`config.mk`:
```
export PLATFORM = sky130hd
export DESIGN_NAME = fp16_to_int16_pipe
export DESIGN_NICKNAME = d
export VERILOG_FILES = /design/src/rtl/fp16_to_int16_pipe.sv
export SDC_FILE = /design/constraint.sdc
export NUM_CORES = 1
export LEC_CHECK = 0
export CAP_MARGIN = 20
export CELL_PAD_IN_SITES_DETAIL_PLACEMENT = 2
export CELL_PAD_IN_SITES_GLOBAL_PLACEMENT = 2
export CORE_UTILIZATION = 32
export DETAILED_ROUTE_END_ITERATION = 12
export PLACE_DENSITY = 0.85
export SETUP_SLACK_MARGIN = 0.5
export SLEW_MARGIN = 20
export SYNTH_ARGS = -nofsm -noshare
export SYNTH_HDL_FRONTEND = slang
export SYNTH_SLANG_ARGS = --single-unit
```
`constraint.sdc`:
```
create_clock -name clk -period 4 [get_ports clk]
set_input_delay 0.8 -clock clk [delete_from_list [all_inputs] [get_ports clk]]
set_output_delay 0.8 -clock clk [all_outputs]
set_load 0.1 [all_outputs]
```
`src/rtl/fp16_to_int16_pipe.sv`:
```
// fp16_to_int16_pipe
// Converts IEEE-754 half-precision values to signed 16-bit integers over a
// two-stage pipeline. Rounding is round-to-nearest-even. Out-of-range values
// and infinities clamp with sat=1. NaN yields 0 with nan=1.
//
// Ports
//   clk, rst_n           clock; synchronous active-low reset
//   in_valid / in_ready  input handshake; in_ready is the combinational advance enable
//   fp16_val             fp16 operand {sign, exp[4:0], mant[9:0]}
//   out_valid/out_ready  output handshake
//   int_val              two's-complement result
//   sat, nan, inexact    result flags, registered alongside int_val
//   sat_cnt              saturating count of consumed results that had sat=1
//   sat_cnt_clr          synchronous clear of sat_cnt; wins over an increment
module fp16_to_int16_pipe (
    input  logic        clk,
    input  logic        rst_n,
    input  logic        in_valid,
    output logic        in_ready,
    input  logic [15:0] fp16_val,
    output logic        out_valid,
    input  logic        out_ready,
    output logic [15:0] int_val,
    output logic        sat,
    output logic        nan,
    output logic        inexact,
    output logic [7:0]  sat_cnt,
    input  logic        sat_cnt_clr
);

    logic        adv_s;
    logic [4:0]  exp_s;
    logic [9:0]  man_s;
    logic [10:0] sig_s;
    logic [4:0]  sh_s;
    logic [38:0] fix_s;

    logic        s1_valid_q, s1_valid_d;
    logic        s1_sign_q,  s1_sign_d;
    logic        s1_nan_q,   s1_nan_d;
    logic        s1_satp_q,  s1_satp_d;
    logic [15:0] s1_int_q,   s1_int_d;
    logic        s1_g_q,     s1_g_d;
    logic        s1_r_q,     s1_r_d;
    logic        s1_s_q,     s1_s_d;

    logic        rnd_up_s;
    logic [16:0] mag_s;
    logic        ovf_s;
    logic        sat_s;
    logic [15:0] res_s;
    logic        inexact_s;

    logic        out_valid_q, out_valid_d;
    logic [15:0] int_val_q,   int_val_d;
    logic        sat_q,       sat_d;
    logic        nan_q,       nan_d;
    logic        inexact_q,   inexact_d;
    logic [7:0]  sat_cnt_q,   sat_cnt_d;

    // Whole pipeline moves together whenever the output slot is free or being drained.
    assign adv_s    = ~out_valid_q | out_ready;
    assign in_ready = adv_s;

    // Stage 1: unpack, classify and align the significand to a fixed point with 24 fraction bits.
    always_comb begin
        exp_s = fp16_val[14:10];
        man_s = fp16_val[9:0];
        // Subnormals have no hidden bit and share the scale of exponent 1.
        sig_s = {(exp_s != 5'd0), man_s};
        sh_s  = (exp_s == 5'd0) ? 5'd0 : (exp_s - 5'd1);
        // value * 2^24 = sig << (exp - 1); a single left shift covers both the
        // integer (exp >= 25) and fractional (exp < 25) cases. Only exp <= 29
        // uses this, so the integer part fits in fix_s[38:24].
        fix_s = {28'd0, sig_s} << sh_s;

        s1_valid_d = s1_valid_q;
        s1_sign_d  = s1_sign_q;
        s1_nan_d   = s1_nan_q;
        s1_satp_d  = s1_satp_q;
        s1_int_d   = s1_int_q;
        s1_g_d     = s1_g_q;
        s1_r_d     = s1_r_q;
        s1_s_d     = s1_s_q;

        if (adv_s) begin
            s1_valid_d = in_valid;
            s1_sign_d  = fp16_val[15];
            s1_nan_d   = (exp_s == 5'd31) && (man_s != 10'd0);
            // exp 30 and up is |v| >= 32768; only exactly -32768 is representable.
            s1_satp_d  = ((exp_s == 5'd31) && (man_s == 10'd0)) ||
                         ((exp_s == 5'd30) && !(fp16_val[15] && (man_s == 10'd0)));
            if (exp_s >= 5'd30) begin
                s1_int_d = 16'h8000;
                s1_g_d   = 1'b0;
                s1_r_d   = 1'b0;
                s1_s_d   = 1'b0;
            end else begin
                s1_int_d = {1'b0, fix_s[38:24]};
                s1_g_d   = fix_s[23];
                s1_r_d   = fix_s[22];
                s1_s_d   = |fix_s[21:0];
            end
        end else begin
            s1_valid_d = s1_valid_q;
        end
    end

    // Stage 2: RNE rounding, range clamp and sign application.
    always_comb begin
        rnd_up_s = s1_g_q & (s1_r_q | s1_s_q | s1_int_q[0]);
        mag_s    = {1'b0, s1_int_q} + {16'd0, rnd_up_s};
        ovf_s    = s1_sign_q ? (mag_s > 17'd32768) : (mag_s > 17'd32767);
        sat_s    = ~s1_nan_q & (s1_satp_q | ovf_s);

        if (s1_nan_q) begin
            res_s = 16'd0;
        end else if (sat_s) begin
            res_s = s1_sign_q ? 16'h8000 : 16'h7FFF;
        end else if (s1_sign_q) begin
            // A zero magnitude negates to zero, so -0 never appears.
            res_s = 16'd0 - mag_s[15:0];
        end else begin
            res_s = mag_s[15:0];
        end

        inexact_s = ~s1_nan_q & ~sat_s & (s1_g_q | s1_r_q | s1_s_q);

        out_valid_d = out_valid_q;
        int_val_d   = int_val_q;
        sat_d       = sat_q;
        nan_d       = nan_q;
        inexact_d   = inexact_q;
        if (adv_s) begin
            out_valid_d = s1_valid_q;
            int_val_d   = res_s;
            sat_d       = sat_s;
            nan_d       = s1_nan_q;
            inexact_d   = inexact_s;
        end else begin
            out_valid_d = out_valid_q;
        end
    end

    // Saturation event counter: clear beats increment, holds at 255.
    always_comb begin
        sat_cnt_d = sat_cnt_q;
        if (sat_cnt_clr) begin
            sat_cnt_d = 8'd0;
        end else if (out_valid_q && out_ready && sat_q && (sat_cnt_q != 8'hFF)) begin
            sat_cnt_d = sat_cnt_q + 8'd1;
        end else begin
            sat_cnt_d = sat_cnt_q;
        end
    end

    // State registers for both stages and the counter.
    always_ff @(posedge clk) begin
        if (!rst_n) begin
            s1_valid_q  <= 1'b0;
            s1_sign_q   <= 1'b0;
            s1_nan_q    <= 1'b0;
            s1_satp_q   <= 1'b0;
            s1_int_q    <= 16'd0;
            s1_g_q      <= 1'b0;
            s1_r_q      <= 1'b0;
            s1_s_q      <= 1'b0;
            out_valid_q <= 1'b0;
            int_val_q   <= 16'd0;
            sat_q       <= 1'b0;
            nan_q       <= 1'b0;
            inexact_q   <= 1'b0;
            sat_cnt_q   <= 8'd0;
        end else begin
            s1_valid_q  <= s1_valid_d;
            s1_sign_q   <= s1_sign_d;
            s1_nan_q    <= s1_nan_d;
            s1_satp_q   <= s1_satp_d;
            s1_int_q    <= s1_int_d;
            s1_g_q      <= s1_g_d;
            s1_r_q      <= s1_r_d;
            s1_s_q      <= s1_s_d;
            out_valid_q <= out_valid_d;
            int_val_q   <= int_val_d;
            sat_q       <= sat_d;
            nan_q       <= nan_d;
            inexact_q   <= inexact_d;
            sat_cnt_q   <= sat_cnt_d;
        end
    end

    assign out_valid = out_valid_q;
    assign int_val   = int_val_q;
    assign sat       = sat_q;
    assign nan       = nan_q;
    assign inexact   = inexact_q;
    assign sat_cnt   = sat_cnt_q;

endmodule
```
# After elaboration in Yosys (flattened, before gate mapping)
# Cells that the tools add are included.
# totals
register_bits	51
word_cells	64
# op_classes
eq_ne	3
n_bitwise	14
muxes	10
n_lt_le_gt_ge	3
reduce_logical	15
shift	1
addsub	4
# ops
operator	count
$mux W16	5
$shl A11 B5 Y39	1
$reduce_or A22 Y1	1
$add A16 B1 Y17	1
$gt A17 B15 Y1 const B	1
$gt A17 B16 Y1 const B	1
$sub A1 B16 Y16 const A	1
$eq A5 B5 Y1 const B	2
$logic_not A10 Y1	1
$reduce_bool A10 Y1	1
$add A8 B1 Y8 const B	1
$ne A8 B8 Y1 const B	1
$logic_and A1 B1 Y1	7
$or A1 B1 Y1	6
$ge A5 B5 Y1 const B	1
$logic_not A5 Y1	1
$mux W5	1
$reduce_bool A5 Y1	1
$sub A5 B1 Y5 const B	1
$and A1 B1 Y1	4
$mux W1	4
$not A1 Y1	4
$reduce_or A2 Y1	1
$logic_not A1 Y1	1
$logic_or A1 B1 Y1	1

# Depth between registers and ports, before layout
# Gate-level depths: netlist of run 1.
# logic_depth
ltp_word	11
ltp_mapped	13
depth_no_buf	11

# Least setup slack after synthesis of run 1
# Ideal clock, no wire load.
# synth_path
kind	in2reg
startpoint	input port fp16_val[10]
endpoint	register s1_int_q[0]
setup_time_ps	65
cell_stages	12
n_path_buf	2
path_slack_ps	930
arrival_ps	3005
path_cell_list	clkinv_1 > ha_1 > buf_1 > clkbuf_1 > nor2_1 > a221oi_1 > o21ai_0 > o2bb2ai_1 > o21ai_0 > a21oi_1 > a2bb2oi_1 > nor2_1
# synth_via
elab_chain_cells	4
word_cells_on_any_way	7
cone_classes	1 x add/sub; 1 x order compare; 1 x shift; 2 x mux; 2 x reduce/logical
# synth_lines
item	line	rtl
start: declaration	20	input logic [15:0] fp16_val,
$sub A5 B1 Y5 or $logic_not A5 Y1 (tied branches)	71	sh_s = (exp_s == 5'd0) ? 5'd0 : (exp_s - 5'd1);
$mux W5	71	
$shl A11 B5 Y39	75	fix_s = {28'd0, sig_s} << sh_s;
$mux W16 (*)	93	if (exp_s >= 5'd30) begin
end signal: assignment	179	s1_int_q <= s1_int_d;
end: declaration	42	logic [15:0] s1_int_q, s1_int_d;
# Every way passes the cells marked *; elsewhere a longest branch is shown, timed or not.
# A chain may end at the register's enable or synchronous reset.

# Final worst setup path of run 1
# layout_path
startpoint	input port fp16_val[11]
endpoint	register s1_s_q
# layout_via
elab_chain_cells	5
word_cells_on_any_way	8
cone_classes	1 x add/sub; 1 x order compare; 1 x shift; 2 x mux; 3 x reduce/logical
# layout_lines
item	line	rtl
$sub A5 B1 Y5 or $logic_not A5 Y1 (tied branches)	71	
$mux W5	71	
$shl A11 B5 Y39	75	
$reduce_or A22 Y1	102	s1_s_d = |fix_s[21:0];
$mux W1 (*)	93	
end signal: assignment	182	s1_s_q <= s1_s_d;
end: declaration	45	logic s1_s_q, s1_s_d;
# Marks and branches as above.

==> results.md, run 1 <==
| Item | This run | Unit |
|:---|:---|:---|
| Result of the run | finished, final reports clean | - |
| Post-CTS repair timing setup buffer count | 0 | - |
| Number of cells in the finished layout apart from fillers | 734 | - |
| GRT Util Overall | 0.229 | - |
| Htree depth | 2 | - |
| Detailed Route Iter0 Violations | 174 | - |
| Wire length of the first global-routing pass | 23300 | microns |
| Max Cap Violations | 0 | - |
| Worst Path Max Fanout | 9 | - |
| CP required | 4.18 | ns |
| Switching power as a share of total power | 0.369 | - |
| Met3 track utilization from global routing | 0.0187 | - |
| Wirelength per Cell | 20.4 | microns |
| Leakage power total | 1.69 | nW |
| GRT met1 Usage | 0.279 | - |
| Ys flop type | sky130_fd_sc_hd__dfxtp_1 | - |
| Unrepaired setup endpoints after global routing | false | - |
| Switching pwr | 0.000647 | W |
| Area of all placed cells without fillers | 4810 | sq um |
| Seq/Total Area, Yosys | 0.258 | - |
| Max_slew headroom | 0.337 | - |
| Worst R2R Path Depth | 10 | - |
| Power density cells | 364 | nW/um^2 |
| Count of TritonRoute iterations in the first routing pass | 4 | - |
| Number of diodes added for antenna fixing | 0 | - |
| Maximum number of buffers from clock root to sink | 2 | - |
| Total instance count after detailed placement | 725 | - |
| Critical-path top delay cell | sky130_fd_sc_hd__or4b_4 | - |
| Worst-case vdd ir drop | 0.000155 | V |
| Post-placement worst setup slack | 0.154 | ns |
| Buffers on Ports | 49 | - |
| Power share of the sequential group | 0.330 | - |
| Achievable clock frequency | 297 | MHz |
| Worst Hold Class | reg -> reg | - |
| CTS Sinks | 51 | - |
| Placed standard-cell area | 4580 | sq um |
| Proportion of power drawn by the clock network | 0.323 | - |
| Fin Clk Skew | 0.00630 | ns |
| Antenna violations before repair | 0 | - |
| Least setup slack across all paths after layout | 0.636 | ns |
| Top cells by area in the synthesized netlist | sky130_fd_sc_hd__dfxtp_1 (26%), sky130_fd_sc_hd__nand2_1 (6.2%), sky130_fd_sc_hd__nor2_1 (5.3%) | - |
| Number of different library cells in the post-synthesis netlist | 68 | - |
| Ranking of synthesized cells by instance count | sky130_fd_sc_hd__nand2_1 (65), sky130_fd_sc_hd__nor2_1 (56), sky130_fd_sc_hd__dfxtp_1 (51) | - |
| Vias per cell | 5.78 | - |
| Met2 track utilization from global routing | 0.421 | - |
| TNS Setup | 0 | ns |
| Critical path type | in -> reg | - |
| Final cell utilization of the core | 0.399 | - |
| Overflow after GRT | 0 | - |
| Post-detailed-placement half-perimeter wirelength | 11300 | microns |
| Total via count after detailed routing | 4246 | - |
| Final estimated routing congestion in global placement | 1.01 | - |
| Average size of a mapped cell | 7.42 | sq um |
| Worst path arrival time | 3.54 | ns |
| Most used cell, CP | sky130_fd_sc_hd__o2bb2ai_1 | - |
| Layout-stage area growth over the synthesis result | 21.4 | % |
| Layout cell share with drive strength beyond 1 | 0.0742 | - |
| Final hold viol count | 0 | - |
| Most numerous cell in the Yosys netlist | sky130_fd_sc_hd__nand2_1 | - |
| Clk pin slew, worst setup/hold paths | 0.07 | ns |
| Area share of the largest cell type after synthesis | 0.258 | - |
| Worst path buffer plus inverter count | 2 | - |
| Filler Cell Count | 1382 | - |
| Number of warning messages in the yosys log | 0 | - |
| Core Region | 12100 | sq um |
| GRT Max-Usage Layer | met2 | - |
| Count of flip-flops with a built-in enable after synthesis | 0 | - |
| Ordered list of cells on the worst path | clkdlybuf4s50_1, inv_1, ha_4, or4b_4, a221o_1, a31oi_2, nor2_1, o2bb2ai_1, and4bb_1, nand4_1, o2bb2ai_1 | - |
| Post-synthesis instance total | 534 | - |
| Int Pwr | 0.00111 | W |
| Critical path's top delay family | simple AND/OR/NAND/NOR gates | - |
| Largest net degree at the start of global routing | 35 | - |
| Library cell with the largest summed area after synthesis | sky130_fd_sc_hd__dfxtp_1 | - |
| Effective utilization at floorplan | 0.328 | - |
| Transition time at the pin with the least slew margin | 0.991 | ns |
| Endpoint type of the worst setup path | flop | - |
| Post-CTS Hold Fix Bufs | 0 | - |
| Number of nets with antenna violations after detailed routing | 0 | - |
| I/O pin count | 50 | - |
| Stages on the worst setup path | 11 | - |
| Synthesized flop and latch total | 51 | - |
| Kind of start point of the critical path | input pin | - |
| Period utilization | 0.841 | - |
| Max stage delay on crit path | 0.56 | ns |
| Cts bufs inserted | 5 | - |
| Number of nets in the synthesized netlist | 563 | - |
| Total die area | 12800 | sq um |
| Cell area after synthesis | 3960 | sq um |
| Final Net Count | 594 | - |
| Clock period minus final worst setup slack | 3.36 | ns |
| Number of setup violations in the final report | 0 | - |
| Area taken by flip-flops and latches | 1020 | sq um |
| Clock latency at the later pin of the worst-skew pair | 0.30 | ns |
| TritonCTS clock tree | done | - |
| Ys async rst share | 0 | - |
| Power share of the combinational group | 0.347 | - |
| DRC violation count after routing | 0 | - |
| Count of final max-slew check failures | 0 | - |
| Instance count along the most critical hold path | 2 | - |
| Number of global-route vias before repair | 4386 | - |
| Routed WL | 15000 | microns |
| DIE WIDTH | 113 | microns |
| CTS root buffer | sky130_fd_sc_hd__clkbuf_16 | - |
| Num rows | 40 | - |
| Multi-input gate area in the final layout | 2730 | sq um |
| Die Span Y | 113 | microns |
## logic make-up (layout without fill, tap and decap cells)
logic type	count (synthesis)	count (layout)	share of synthesized area
xor gates and xnor gates	37	37	0.0818
AOI/OAI and AO/OA	154	154	0.274
and+or+nand+nor	215	216	0.265
buffers and inverters	56	87	0.0625
muxes	13	13	0.0338
DFF	51	51	0.258
adders and majority gates	8	8	0.0253
## worst paths after layout
| path | slack [ns] | to | from |
|---|---|---|---|
| hold reg to reg | 0.45 | int_val[12] | int_val[12] |
| setup reg to reg | 0.81 | int_val[2] | s1_g_q |
| setup / recovery | 0.64 | s1_s_q | fp16_val[11] |
| hold / removal | 0.45 | int_val[12] | int_val[12] |
## worst reg2reg max path, cell delays in order, from the launching register on
cell and delay, ns:
sky130_fd_sc_hd__dfxtp_1 0.50, sky130_fd_sc_hd__and2_1 0.19, sky130_fd_sc_hd__ha_1 0.27, sky130_fd_sc_hd__and3_1 0.31
sky130_fd_sc_hd__xnor2_1 0.20, sky130_fd_sc_hd__nor4_1 0.31, sky130_fd_sc_hd__nand4_1 0.14, sky130_fd_sc_hd__o31a_1 0.38
sky130_fd_sc_hd__a21oi_2 0.48, sky130_fd_sc_hd__o21bai_1 0.18, sky130_fd_sc_hd__a21oi_1 0.17
## final cells by class
cell class / count / area share
multi-input cells: 428 / 0.567
repair buffers: 63 / 0.123
clock inverters: 3 / 0.0148
inverters: 16 / 0.0125
flip-flops and latches: 51 / 0.212
well taps: 168 / 0.0437
clock buffers: 5 / 0.0260
## sequential cells by signal (all words and copies together) (netlist names)
name	count
int_val	16
s1_int_q	16
sat_cnt	8
s1_valid_q	1
sat	1
inexact	1
s1_s_q	1
s1_r_q	1
s1_g_q	1
nan	1
s1_satp_q	1
out_valid	1
s1_sign_q	1
s1_nan_q	1
## through the flow
stage	total power, W	hold WS (ns)
3_3_place_gp	0.00116	0.439
3_5_place_dp	0.00118	0.446
6_report	0.00175	0.451
2_1_floorplan	0.00100	0.432
4_1_cts	0.00176	0.457
5_1_grt	0.00182	0.485
## repair_timing
item	4_1_cts	5_1_grt
resized for setup	2	3
cloned	0	1
endpoints found under the hold margin	0	0
endpoints found under the setup margin	1	4
## routing by layer
layer | wire, microns | vias to the layer above
li1 | - | 2007
met1 | 6550 | 2111
met2 | 7610 | 102
met3 | 370 | 26
met4 | 429 | 0
met5 | 0 | -
## power by group through the flow
stage | Combinational (W) | Sequential [W] | Clock (W)
2_1_floorplan | 0.000311 | 0.000691 | 0
3_3_place_gp | 0.000579 | 0.000586 | 0
3_5_place_dp | 0.000594 | 0.000589 | 0
4_1_cts | 0.000599 | 0.000578 | 0.000578
5_1_grt | 0.000647 | 0.000583 | 0.000593
6_report | 0.000608 | 0.000578 | 0.000566
## placed cells by master (no fill, tap or decap), drive strengths merged, types with 4 or more instances in the layout
cell            n
a2bb2oi         4
o21ai          32
a221o           4
xor2           14
o22ai           4
nor4           13
nand2b          5
dfxtp          51
nor2b           5
a22oi          14
and3            5
o211ai          5
a21oi          28
buf            15
nor3           18
inv            15
a211oi          5
and2            5
nand3          19
clkbuf          5
nand4          13
o21bai          6
o31ai           6
a31oi           7
mux2i          10
nor2           57
ha              8
clkdlybuf4s50  48
nand2          65
a32o            5
xnor2          23
o2bb2ai         4
Note: power is estimated with default switching activity, not from simulation.
==> run 2: changes to the inputs <==
==> constraint.sdc (replaced) <==
create_clock -name clk -period 3.4 [get_ports clk]
set_input_delay 0.68 -clock clk [delete_from_list [all_inputs] [get_ports clk]]
set_output_delay 0.68 -clock clk [all_outputs]
set_load 0.1 [all_outputs]
==> results.md, run 2 (same netlist as run 1, synthesis figures left out) <==
| Item | This run | Unit | Change |
|:---|:---|:---|:---|
| Result of the run | finished, final reports clean | - | unchanged |
| Most frequent cells in the layout | sky130_fd_sc_hd__nand2_1 (64), sky130_fd_sc_hd__buf_4 (63), sky130_fd_sc_hd__nor2_1 (54), sky130_fd_sc_hd__dfxtp_1 (47), sky130_fd_sc_hd__clkdlybuf4s50_1 (32) | - | was sky130_fd_sc_hd__nand2_1 (65), sky130_fd_sc_hd__nor2_1 (56), sky130_fd_sc_hd__dfxtp_1 (51), sky130_fd_sc_hd__clkdlybuf4s50_1 (48), sky130_fd_sc_hd__a21oi_1 (27) |
| Buffers on Ports | 49 | - | unchanged |
| Effective utilization at floorplan | 0.328 | - | unchanged |
| Achievable clock frequency | 350 | MHz |  |
| Num rows | 40 | - | unchanged |
| Count of final max-slew check failures | 0 | - | unchanged |
| Htree depth | 2 | - | unchanged |
| Critical path type | in -> reg | - | unchanged |
| Commonest non-fill, non-tap cell in the layout | sky130_fd_sc_hd__nand2_1 | - | unchanged |
| CTS Sinks | 51 | - | unchanged |
| Power density cells | 398 | nW/um^2 | was 364 nW/um^2 |
| Area of all placed cells without fillers | 5320 | sq um | was 4810 sq um |
| Layout-stage area growth over the synthesis result | 34.2 | % | was 21.4% |
| Cts bufs inserted | 5 | - | unchanged |
| Leakage power total | 2.00 | nW | was 1.69 nW |
| Layout cell share with drive strength beyond 1 | 0.203 | - | was 0.0742 |
| Final estimated routing congestion in global placement | 0.932 | - | was 1.01 |
| Number of diodes added for antenna fixing | 0 | - | unchanged |
| Worst Path Max Fanout | 4 | - | was 9 |
| Number of setup violations in the final report | 0 | - | unchanged |
| Die Span Y | 113 | microns | unchanged |
| Count of TritonRoute iterations in the first routing pass | 4 | - | unchanged |
| Maximum number of buffers from clock root to sink | 2 | - | unchanged |
| Endpoint type of the worst setup path | flop | - | unchanged |
| GRT Util Overall | 0.268 | - | was 0.229 |
| Largest net degree at the start of global routing | 35 | - | unchanged |
| DRC violation count after routing | 0 | - | unchanged |
| Number of global-route vias before repair | 4919 | - | was 4386 |
| CTS root buffer | sky130_fd_sc_hd__clkbuf_16 | - | unchanged |
| Unrepaired setup endpoints after global routing | true | - | was false |
| Fin Clk Skew | 0.00807 | ns | was 0.00630 ns |
| Period utilization | 0.841 | - |  |
| Worst-case vdd ir drop | 0.000193 | V | was 0.000155 V |
| Worst Hold Class | reg -> reg | - | unchanged |
| Routed WL | 18900 | microns | was 15000 microns |
| Number of nets with antenna violations after detailed routing | 0 | - | unchanged |
| Final worst hold slack | 0.461 | ns | was 0.451 ns |
| Total die area | 12800 | sq um | unchanged |
| Wire length of the first global-routing pass | 27100 | microns | was 23300 microns |
| Antenna violations before repair | 0 | - | unchanged |
| Total via count after detailed routing | 4666 | - | was 4246 |
| Kind of start point of the critical path | input pin | - | unchanged |
| CP required | 3.57 | ns | was 4.18 ns |
| Worst path arrival time | 3.03 | ns | was 3.54 ns |
| Least setup slack across all paths after layout | 0.540 | ns | was 0.636 ns |
| Transition time at the pin with the least slew margin | 0.990 | ns | was 0.991 ns |
| Post-placement worst setup slack | -0.185 | ns | was 0.154 ns |
| Clock latency at the later pin of the worst-skew pair | 0.30 | ns | about the same |
| DIE WIDTH | 113 | microns | unchanged |
| Post-detailed-placement half-perimeter wirelength | 12000 | microns | was 11300 microns |
| Vias per cell | 6.02 | - | was 5.78 |
| Post-CTS Hold Fix Bufs | 0 | - | unchanged |
| Wirelength per Cell | 24.3 | microns | was 20.4 microns |
| Core Region | 12100 | sq um | unchanged |
| Final hold viol count | 0 | - | unchanged |
| Filler Cell Count | 1344 | - | was 1382 |
| Max_slew headroom | 0.338 | - | was 0.337 |
| Max Cap Violations | 0 | - | unchanged |
| Final Net Count | 635 | - | was 594 |
| Placed standard-cell area | 4770 | sq um | was 4580 sq um |
| Detailed Route Iter0 Violations | 247 | - | was 174 |
| I/O pin count | 50 | - | unchanged |
| Clock period minus final worst setup slack | 2.86 | ns |  |
| Overflow after GRT | 0 | - | unchanged |
| TritonCTS clock tree | done | - | unchanged |
| Clk pin slew, worst setup/hold paths | 0.07 | ns | about the same |
## run 2: final timing paths
path | from | to | slack, ns | cells past startpoint
max reg2reg | s1_int_q[0] | int_val[2] | 0.55 | 11
min reg2reg | int_val[9] | int_val[9] | 0.46 | 2
min | int_val[9] | int_val[9] | 0.46 | 2
max | fp16_val[11] | s1_int_q[0] | 0.54 | 11
## run 2: what timing repair did
item	4_1_cts	5_1_grt
setup endpoints to repair	34	22
endpoints found under the hold margin	0	0
pin swaps	9	15
resized for setup	27	29
cloned	1	0
setup buffers	8	9
## run 2: metrics by stage
stage               TNS (ns)  std cells   util  total power, W
floorplan                  0        534      -         0.00118
global placement     -0.0222        749  0.395         0.00141
detailed placement    -0.343        749  0.395         0.00144
CTS                        0        766  0.423         0.00207
global route               0        775  0.441         0.00219
finish                     0        775  0.441         0.00212
## run 2: routing by layer
metal,up-vias,part of all wire,track usage
li1,2104,-,-
met1,2341,0.40,0.309
met2,160,0.52,0.493
met3,61,0.033,0.0279
met4,0,0.050,0.129
met5,-,0,0
## run 2: worst max-delay path, cell delays in order
cell and delay (ns):
sky130_fd_sc_hd__dlygate4sd2_1 0.25, sky130_fd_sc_hd__inv_2 0.08, sky130_fd_sc_hd__ha_4 0.14, sky130_fd_sc_hd__or4b_4 0.50, sky130_fd_sc_hd__a221o_1 0.40, sky130_fd_sc_hd__a31oi_1 0.22, sky130_fd_sc_hd__o2bb2ai_1 0.19, sky130_fd_sc_hd__o21ai_0 0.13
sky130_fd_sc_hd__a21oi_1 0.18, sky130_fd_sc_hd__a2bb2oi_1 0.19, sky130_fd_sc_hd__nor2_1 0.07
## run 2: layout make-up
class                           instances  area (sq um)  area share
Clock buffer                            6           139      0.0261
Sequential cell                        51          1030       0.194
Tap cell                              168           210      0.0395
Timing Repair Buffer                  104           926       0.174
Multi-Input combinational cell        428          2910       0.548
Clock inverter                          2          38.8     0.00730
Inverter                               16          61.3      0.0115
## run 2: where the power goes
part           total, W  internal [W]  switching [W]
registers      0.000685      0.000633      0.0000519
logic          0.000818      0.000294       0.000524
clock network  0.000614      0.000371       0.000243
total           0.00212       0.00130       0.000819
